### src/rtl/exc_pkg.sv
// Shared cause codes, FSM state encoding and default handler vector for the exception controller.
package exc_pkg;

   localparam int unsigned CAUSE_W = 3;
   localparam int unsigned CNT_W   = 4;

   localparam logic [CAUSE_W-1:0] CAUSE_NONE  = 3'd0;
   localparam logic [CAUSE_W-1:0] CAUSE_IADDR = 3'd1;
   localparam logic [CAUSE_W-1:0] CAUSE_OVF   = 3'd2;
   localparam logic [CAUSE_W-1:0] CAUSE_DIV0  = 3'd3;
   localparam logic [CAUSE_W-1:0] CAUSE_CTRL  = 3'd4;
   localparam logic [CAUSE_W-1:0] CAUSE_W20   = 3'd5;

   localparam logic [31:0] HANDLER_VEC_DEF = 32'h0000_0080;

   typedef enum logic [2:0] {
      IDLE    = 3'd0,
      FLUSH   = 3'd1,
      REDIR_H = 3'd2,
      HANDLER = 3'd3,
      REDIR_E = 3'd4
   } state_e;

endpackage

### src/rtl/exception_controller_if.sv
// Pipeline-side bundle: exception causes and PC in, flush/redirect/status out.
interface exception_controller_if
   import exc_pkg::*;
#(
   parameter int unsigned ADDR_W = 32
);

   logic               ec_overflow;
   logic               ec_invalid_addr;
   logic               ec_div_zero;
   logic               ec_control;
   logic               ec_write2_0;
   logic [ADDR_W-1:0]  ec_pc;
   logic               ec_eret;
   logic               ec_redirect_ack;

   logic               ec_flush;
   logic               ec_redirect;
   logic [ADDR_W-1:0]  ec_redirect_pc;
   logic [CAUSE_W-1:0] ec_cause;
   logic [ADDR_W-1:0]  ec_epc;
   logic               ec_exl;
   logic               ec_busy;
   logic               ec_dropped;

   // Pipeline / fetch side.
   modport master (
      output ec_overflow, ec_invalid_addr, ec_div_zero, ec_control, ec_write2_0,
      output ec_pc, ec_eret, ec_redirect_ack,
      input  ec_flush, ec_redirect, ec_redirect_pc, ec_cause, ec_epc,
      input  ec_exl, ec_busy, ec_dropped
   );

   // Controller side.
   modport slave (
      input  ec_overflow, ec_invalid_addr, ec_div_zero, ec_control, ec_write2_0,
      input  ec_pc, ec_eret, ec_redirect_ack,
      output ec_flush, ec_redirect, ec_redirect_pc, ec_cause, ec_epc,
      output ec_exl, ec_busy, ec_dropped
   );

endinterface

### src/rtl/exc_cause_encoder.sv
// Fixed-priority encoder of the five raw exception causes.
module exc_cause_encoder
   import exc_pkg::*;
(
   input  logic               overflow,
   input  logic               invalid_addr,
   input  logic               div_zero,
   input  logic               control,
   input  logic               write2_0,
   output logic [CAUSE_W-1:0] cause_c,
   output logic               any_c
);

   // invalid_addr > overflow > div_zero > control > write2_0
   always_comb begin
      cause_c = CAUSE_NONE;
      if (invalid_addr)  cause_c = CAUSE_IADDR;
      else if (overflow) cause_c = CAUSE_OVF;
      else if (div_zero) cause_c = CAUSE_DIV0;
      else if (control)  cause_c = CAUSE_CTRL;
      else if (write2_0) cause_c = CAUSE_W20;
      any_c = overflow | invalid_addr | div_zero | control | write2_0;
   end

endmodule

### src/rtl/exception_controller.sv
// Exception recovery sequencer: accept, flush, redirect to handler, return to EPC on ERET.
module exception_controller
   import exc_pkg::*;
#(
   parameter int unsigned       ADDR_W       = 32,
   parameter logic [ADDR_W-1:0] HANDLER_VEC  = ADDR_W'(HANDLER_VEC_DEF),
   parameter int unsigned       FLUSH_CYCLES = 2
)(
   input  logic                   clk,
   input  logic                   rst_n,
   exception_controller_if.slave  bus
);

   state_e             state_q, state_d;
   logic [CNT_W-1:0]   cnt_q, cnt_d;
   logic [CAUSE_W-1:0] cause_q, cause_d;
   logic [ADDR_W-1:0]  epc_q, epc_d;
   logic               exl_q, exl_d;
   logic               flush_q, flush_d;
   logic               redirect_q, redirect_d;
   logic               busy_q, busy_d;
   logic               dropped_q, dropped_d;

   logic [CAUSE_W-1:0] enc_cause_c;
   logic               enc_any_c;

   exc_cause_encoder u_enc (
      .overflow     (bus.ec_overflow),
      .invalid_addr (bus.ec_invalid_addr),
      .div_zero     (bus.ec_div_zero),
      .control      (bus.ec_control),
      .write2_0     (bus.ec_write2_0),
      .cause_c      (enc_cause_c),
      .any_c        (enc_any_c)
   );

   // State and output registers with synchronous active-low reset.
   always_ff @(posedge clk) begin
      if (!rst_n) begin
         state_q    <= IDLE;
         cnt_q      <= '0;
         cause_q    <= '0;
         epc_q      <= '0;
         exl_q      <= 1'b0;
         flush_q    <= 1'b0;
         redirect_q <= 1'b0;
         busy_q     <= 1'b0;
         dropped_q  <= 1'b0;
      end else begin
         state_q    <= state_d;
         cnt_q      <= cnt_d;
         cause_q    <= cause_d;
         epc_q      <= epc_d;
         exl_q      <= exl_d;
         flush_q    <= flush_d;
         redirect_q <= redirect_d;
         busy_q     <= busy_d;
         dropped_q  <= dropped_d;
      end
   end

   // Next-state logic; registered outputs are decoded from the next state.
   always_comb begin
      state_d = state_q;
      cnt_d   = cnt_q;
      cause_d = cause_q;
      epc_d   = epc_q;
      exl_d   = exl_q;

      case (state_q)
         IDLE: begin
            if (enc_any_c) begin
               cause_d = enc_cause_c;
               epc_d   = bus.ec_pc;
               exl_d   = 1'b1;
               cnt_d   = CNT_W'(FLUSH_CYCLES - 1);
               state_d = FLUSH;
            end
         end
         FLUSH: begin
            if (cnt_q == '0) state_d = REDIR_H;
            else             cnt_d   = cnt_q - CNT_W'(1);
         end
         REDIR_H: begin
            if (bus.ec_redirect_ack) state_d = HANDLER;
         end
         HANDLER: begin
            if (bus.ec_eret) state_d = REDIR_E;
         end
         REDIR_E: begin
            if (bus.ec_redirect_ack) begin
               exl_d   = 1'b0;
               state_d = IDLE;
            end
         end
         default: state_d = IDLE;
      endcase

      flush_d    = (state_d == FLUSH);
      redirect_d = (state_d == REDIR_H) || (state_d == REDIR_E);
      busy_d     = (state_d != IDLE);
      dropped_d  = (state_q != IDLE) && enc_any_c;
   end

   // Redirect target is a mux of registered state only.
   always_comb begin
      bus.ec_redirect_pc = '0;
      if (state_q == REDIR_H)      bus.ec_redirect_pc = HANDLER_VEC;
      else if (state_q == REDIR_E) bus.ec_redirect_pc = epc_q;
   end

   assign bus.ec_flush    = flush_q;
   assign bus.ec_redirect = redirect_q;
   assign bus.ec_cause    = cause_q;
   assign bus.ec_epc      = epc_q;
   assign bus.ec_exl      = exl_q;
   assign bus.ec_busy     = busy_q;
   assign bus.ec_dropped  = dropped_q;

endmodule

### src/flat_wrapper.sv
// flat-port wrapper written by rule: the top's interface ports become plain ports
module exception_controller_flat import exc_pkg::*;
#(
   parameter int unsigned       ADDR_W       = 32,
   parameter logic [ADDR_W-1:0] HANDLER_VEC  = ADDR_W'(HANDLER_VEC_DEF),
   parameter int unsigned       FLUSH_CYCLES = 2
)
  (clk, rst_n, bus_ec_overflow, bus_ec_invalid_addr, bus_ec_div_zero, bus_ec_control, bus_ec_write2_0, bus_ec_pc, bus_ec_eret, bus_ec_redirect_ack, bus_ec_flush, bus_ec_redirect, bus_ec_redirect_pc, bus_ec_cause, bus_ec_epc, bus_ec_exl, bus_ec_busy, bus_ec_dropped);
  exception_controller_if #(.ADDR_W(ADDR_W)) bus_i ();
  input  logic clk;
  input  logic rst_n;
  input wire logic [$bits(bus_i.ec_overflow)-1:0] bus_ec_overflow;
  input wire logic [$bits(bus_i.ec_invalid_addr)-1:0] bus_ec_invalid_addr;
  input wire logic [$bits(bus_i.ec_div_zero)-1:0] bus_ec_div_zero;
  input wire logic [$bits(bus_i.ec_control)-1:0] bus_ec_control;
  input wire logic [$bits(bus_i.ec_write2_0)-1:0] bus_ec_write2_0;
  input wire logic [$bits(bus_i.ec_pc)-1:0] bus_ec_pc;
  input wire logic [$bits(bus_i.ec_eret)-1:0] bus_ec_eret;
  input wire logic [$bits(bus_i.ec_redirect_ack)-1:0] bus_ec_redirect_ack;
  output wire logic [$bits(bus_i.ec_flush)-1:0] bus_ec_flush;
  output wire logic [$bits(bus_i.ec_redirect)-1:0] bus_ec_redirect;
  output wire logic [$bits(bus_i.ec_redirect_pc)-1:0] bus_ec_redirect_pc;
  output wire logic [$bits(bus_i.ec_cause)-1:0] bus_ec_cause;
  output wire logic [$bits(bus_i.ec_epc)-1:0] bus_ec_epc;
  output wire logic [$bits(bus_i.ec_exl)-1:0] bus_ec_exl;
  output wire logic [$bits(bus_i.ec_busy)-1:0] bus_ec_busy;
  output wire logic [$bits(bus_i.ec_dropped)-1:0] bus_ec_dropped;
  assign bus_i.ec_overflow = bus_ec_overflow;
  assign bus_i.ec_invalid_addr = bus_ec_invalid_addr;
  assign bus_i.ec_div_zero = bus_ec_div_zero;
  assign bus_i.ec_control = bus_ec_control;
  assign bus_i.ec_write2_0 = bus_ec_write2_0;
  assign bus_i.ec_pc = bus_ec_pc;
  assign bus_i.ec_eret = bus_ec_eret;
  assign bus_i.ec_redirect_ack = bus_ec_redirect_ack;
  assign bus_ec_flush = bus_i.ec_flush;
  assign bus_ec_redirect = bus_i.ec_redirect;
  assign bus_ec_redirect_pc = bus_i.ec_redirect_pc;
  assign bus_ec_cause = bus_i.ec_cause;
  assign bus_ec_epc = bus_i.ec_epc;
  assign bus_ec_exl = bus_i.ec_exl;
  assign bus_ec_busy = bus_i.ec_busy;
  assign bus_ec_dropped = bus_i.ec_dropped;
  exception_controller #(.ADDR_W(ADDR_W), .HANDLER_VEC(HANDLER_VEC), .FLUSH_CYCLES(FLUSH_CYCLES)) u_core (.clk(clk), .rst_n(rst_n), .bus(bus_i));
endmodule
### config.mk
export PLATFORM = sky130hd
export DESIGN_NAME = exception_controller_flat
export DESIGN_NICKNAME = d
export VERILOG_FILES = /design/src/rtl/exc_pkg.sv /design/src/rtl/exception_controller_if.sv /design/src/rtl/exc_cause_encoder.sv /design/src/rtl/exception_controller.sv /design/src/flat_wrapper.sv
export SDC_FILE = /design/constraint.sdc
export NUM_CORES = 1
export LEC_CHECK = 0
export ABC_AREA = 1
export CORE_ASPECT_RATIO = 1.25
export CORE_UTILIZATION = 40
export CTS_CLUSTER_SIZE = 16
export DETAILED_ROUTE_END_ITERATION = 10
export PLACE_DENSITY = 0.84
export SLEW_MARGIN = 20
export SYNTH_ARGS = -nofsm -noshare
export SYNTH_HDL_FRONTEND = slang
export SYNTH_HIERARCHICAL = 1
export SYNTH_SLANG_ARGS = --single-unit
### constraint.sdc
create_clock -name clk -period 1.7 [get_ports clk]
set_input_delay 0.34 -clock clk [delete_from_list [all_inputs] [get_ports clk]]
set_output_delay 0.34 -clock clk [all_outputs]
set_load 0.02 [all_outputs]
==> summary.txt <==
Fillers - 426
Clock Skew - 0.00459 ns
CTS tree - built
Post-Syn Area per Cell - 7.15 µm²
Largest net degree at the start of global routing - 34
Worst skew pair latency - 0.30 ns
Area of the core - 4730 µm²
DRC violations left - 0
Most used cell, CP - buf_4
VDD IR max - 1.10 mV
Synth unique cells - 21
Die ar. - 5200 µm²
First-pass GRT wire length - 8.64 mm
Slowest stage delay, CP - 0.36 ns
FF+latch count, synth - 47
Pwr Density - 1790 nW/µm²
Crit Path Max Fanout - 4
Fin crit share - 95.4%
Static leakage - 1.42 nW
Psw - 0.00240 W
Most Crowded Layer GR - met2
Placed cell areas - 3250 µm²
Share of cells above drive strength 1 - 16.6%
Num CTS Buffers - 5
Max Fclk - 0.616 GHz
Fin nets - 438
GRT Util Overall - 21.1%
Multi-input gate area - 777 µm²
Final Max Slew Viols - 0
RSZ-0062 raised after global routing - no
Worst-margin pin slew - 0.324 ns
Rows - 28
Detailed Route WL - 5.42 mm
Crit path launch type - flop
Drt wl/cell - 11.9 µm
Worst endpoint required time - 1.36 ns
H-tree lvl count - 2
Reg power frac - 32.1%
Initial antenna violation count - 0
Clk slew on worst S/H paths - 0.08 ns
Die Y - 80.4 µm
Synth warnings - 6
Final setup fails - 0
Drt via density - 4.74
Gpl congestion - 0.964
Hold Buf Count CTS - 0
Commonest non-fill, non-tap cell in the layout - clkdlybuf4s50_1
Sw Share - 42.3%
Initial core utilization - 41.6%
Status - completed
M1 GR Usage - 20.0%
Top Ports - 113
Max-cap violations - 0
Syn_nets - 317
Comb pwr share - 56.6%
Most frequent cells in the layout - 80 x clkdlybuf4s50_1, 46 x dfxtp_1, 44 x inv_1
Vias - 2167
Pwr Total - 0.00569 W
Hpwl dp - 4.17 mm
Mapped Cells - 275
Grt total ovfl - 0
R2R Setup Slk - 0.35 ns
Crit-path slowest cell - dfxtp_2
CTS root buf - clkbuf_8
Hold WC Path Type - flop to flop
FF+latch area - 942 µm²
Delay-heaviest family, CP - flip-flops
Area delta synth->final - 62.0%
CTS Sinks - 47
P_int - 0.00329 W
Met3 GRT Util - 5.68%
M2 GR Usage - 42.5%
Final setup margin - 0.0778 ns
Design area - 3180 µm²
Critical path capture point type - output pin
Netlist Area Pre-Place - 1970 µm²
Crit path buf inv count - 3
Critical path class - flop to output pin
Vias in the first global route - 2050
Crit-path cells - buf_4 > inv_1 > nor2_1 > nand2_1 > o21ai_1 > buf_4
Place WS - -0.109 ns
Clock power share - 11.3%
Post-CTS setup buffers - 0
Deepest clock path buffer count - 2
Final hold vios - 0
ANT nets after route - 0
N_diodes - 0
DRT iter0 DRCs - 116
CP Data Arrival Time - 1.28 ns
Die width - 64.7 µm
TritonRoute pass-1 iters - 4
Port Buffers - 112
Final critical-path required period - 1.62 ns
Seq/Total Area, Yosys - 47.9%
Worst slew margin - 78.2%
[power by group through the flow]
stage,clock [W],combinational [W],sequential (W)
after floorplan,0,0.00127,0.00236
after global placement,0,0.00316,0.00183
after detailed placement,0,0.00323,0.00185
after CTS,0.000670,0.00322,0.00183
after global routing,0.000708,0.00351,0.00189
final,0.000645,0.00322,0.00183
[cell families (layout without fill, tap and decap cells)]
group	Yosys count	in the layout	synth area share (%)
adder cells (fa/ha/maj)	1	1	0.636
buffers and inverters	63	185	12.7
AO/OA/AOI/OAI	80	80	20.4
flip-flops	47	47	47.9
AND/OR/NAND/NOR	84	84	18.4
[timing repair]
item | CTS | global route
endpoints found under the setup margin | 32 | 6
hold endpoints to repair | 0 | 0
resized for setup | 130 | 3
pin swaps | 0 | 1
[worst paths after layout]
kind / from / endpoint / depth (start not counted)
max reg2reg: u_core/state_q[2]$_SDFF_PN0_ / u_core/bus.ec_epc[13]$_SDFFE_PN0P_ / 7
max: u_core/state_q[1]$_SDFF_PN0_ / bus_ec_redirect_pc[7] / 6
min: u_core/bus.ec_epc[23]$_SDFFE_PN0P_ / u_core/bus.ec_epc[23]$_SDFFE_PN0P_ / 2
min reg2reg: u_core/bus.ec_epc[23]$_SDFFE_PN0P_ / u_core/bus.ec_epc[23]$_SDFFE_PN0P_ / 2
[cell type report]
cell class                 count  area share, %
clock buffer                   6           2.28
clock inverter                 2          0.393
inverter                      49           5.78
multi-input combinational    165           24.4
sequential                    47           29.6
tap                           60           2.36
timing repair buffer         128           35.2
[routing by layer]
metal	share of wire, %	vias to the layer above
li1	-	1106
met2	52	89
met3	6.5	7
met1	40	965
met4	1.1	0
met5	0	-
[metrics by stage]
stage | TNS, ns | cells | hold slack (ns) | utilization (%)
after CTS | 0 | 457 | 0.474 | 67.2
after global routing | 0 | 457 | 0.497 | 67.3
final | 0 | 457 | 0.470 | 67.3
after global placement | -1.74 | 449 | 0.452 | 68.8
after detailed placement | -4.38 | 449 | 0.462 | 68.8
after floorplan | 0 | 275 | 0.457 | -
[sequential cells by signal, indices dropped and copies added, names as in the netlist]
register / flops
u_core/bus.ec_epc: 32
u_core/cnt_q: 4
u_core/bus.ec_cause: 3
u_core/state_q: 3
u_core/bus.ec_busy: 1
u_core/bus.ec_dropped: 1
u_core/bus.ec_exl: 1
u_core/bus.ec_flush: 1
u_core/bus.ec_redirect: 1
[synthesized netlist by cell type (all sizes together)]
master   n  share of area (%)
a21oi   43                 11
buf      9                2.4
clkbuf   5               0.95
clkinv   1               0.19
dfxtp   47                 48
ha       1               0.64
inv     48                9.2
nand2   27                5.4
nand3    8                2.7
nand4    2               0.64
nor2    45                9.1
nor3     1               0.25
o21ai   37                9.4
or2      1               0.32
[worst reg2reg max path, stage by stage (launching register included)]
cell	delay, ns
dfxtp_1	0.32
buf_4	0.15
inv_1	0.07
buf_4	0.15
nand3_4	0.12
buf_12	0.18
o21ai_0	0.19
a21oi_1	0.06
No activity file was read; power rests on OpenSTA's default activity.
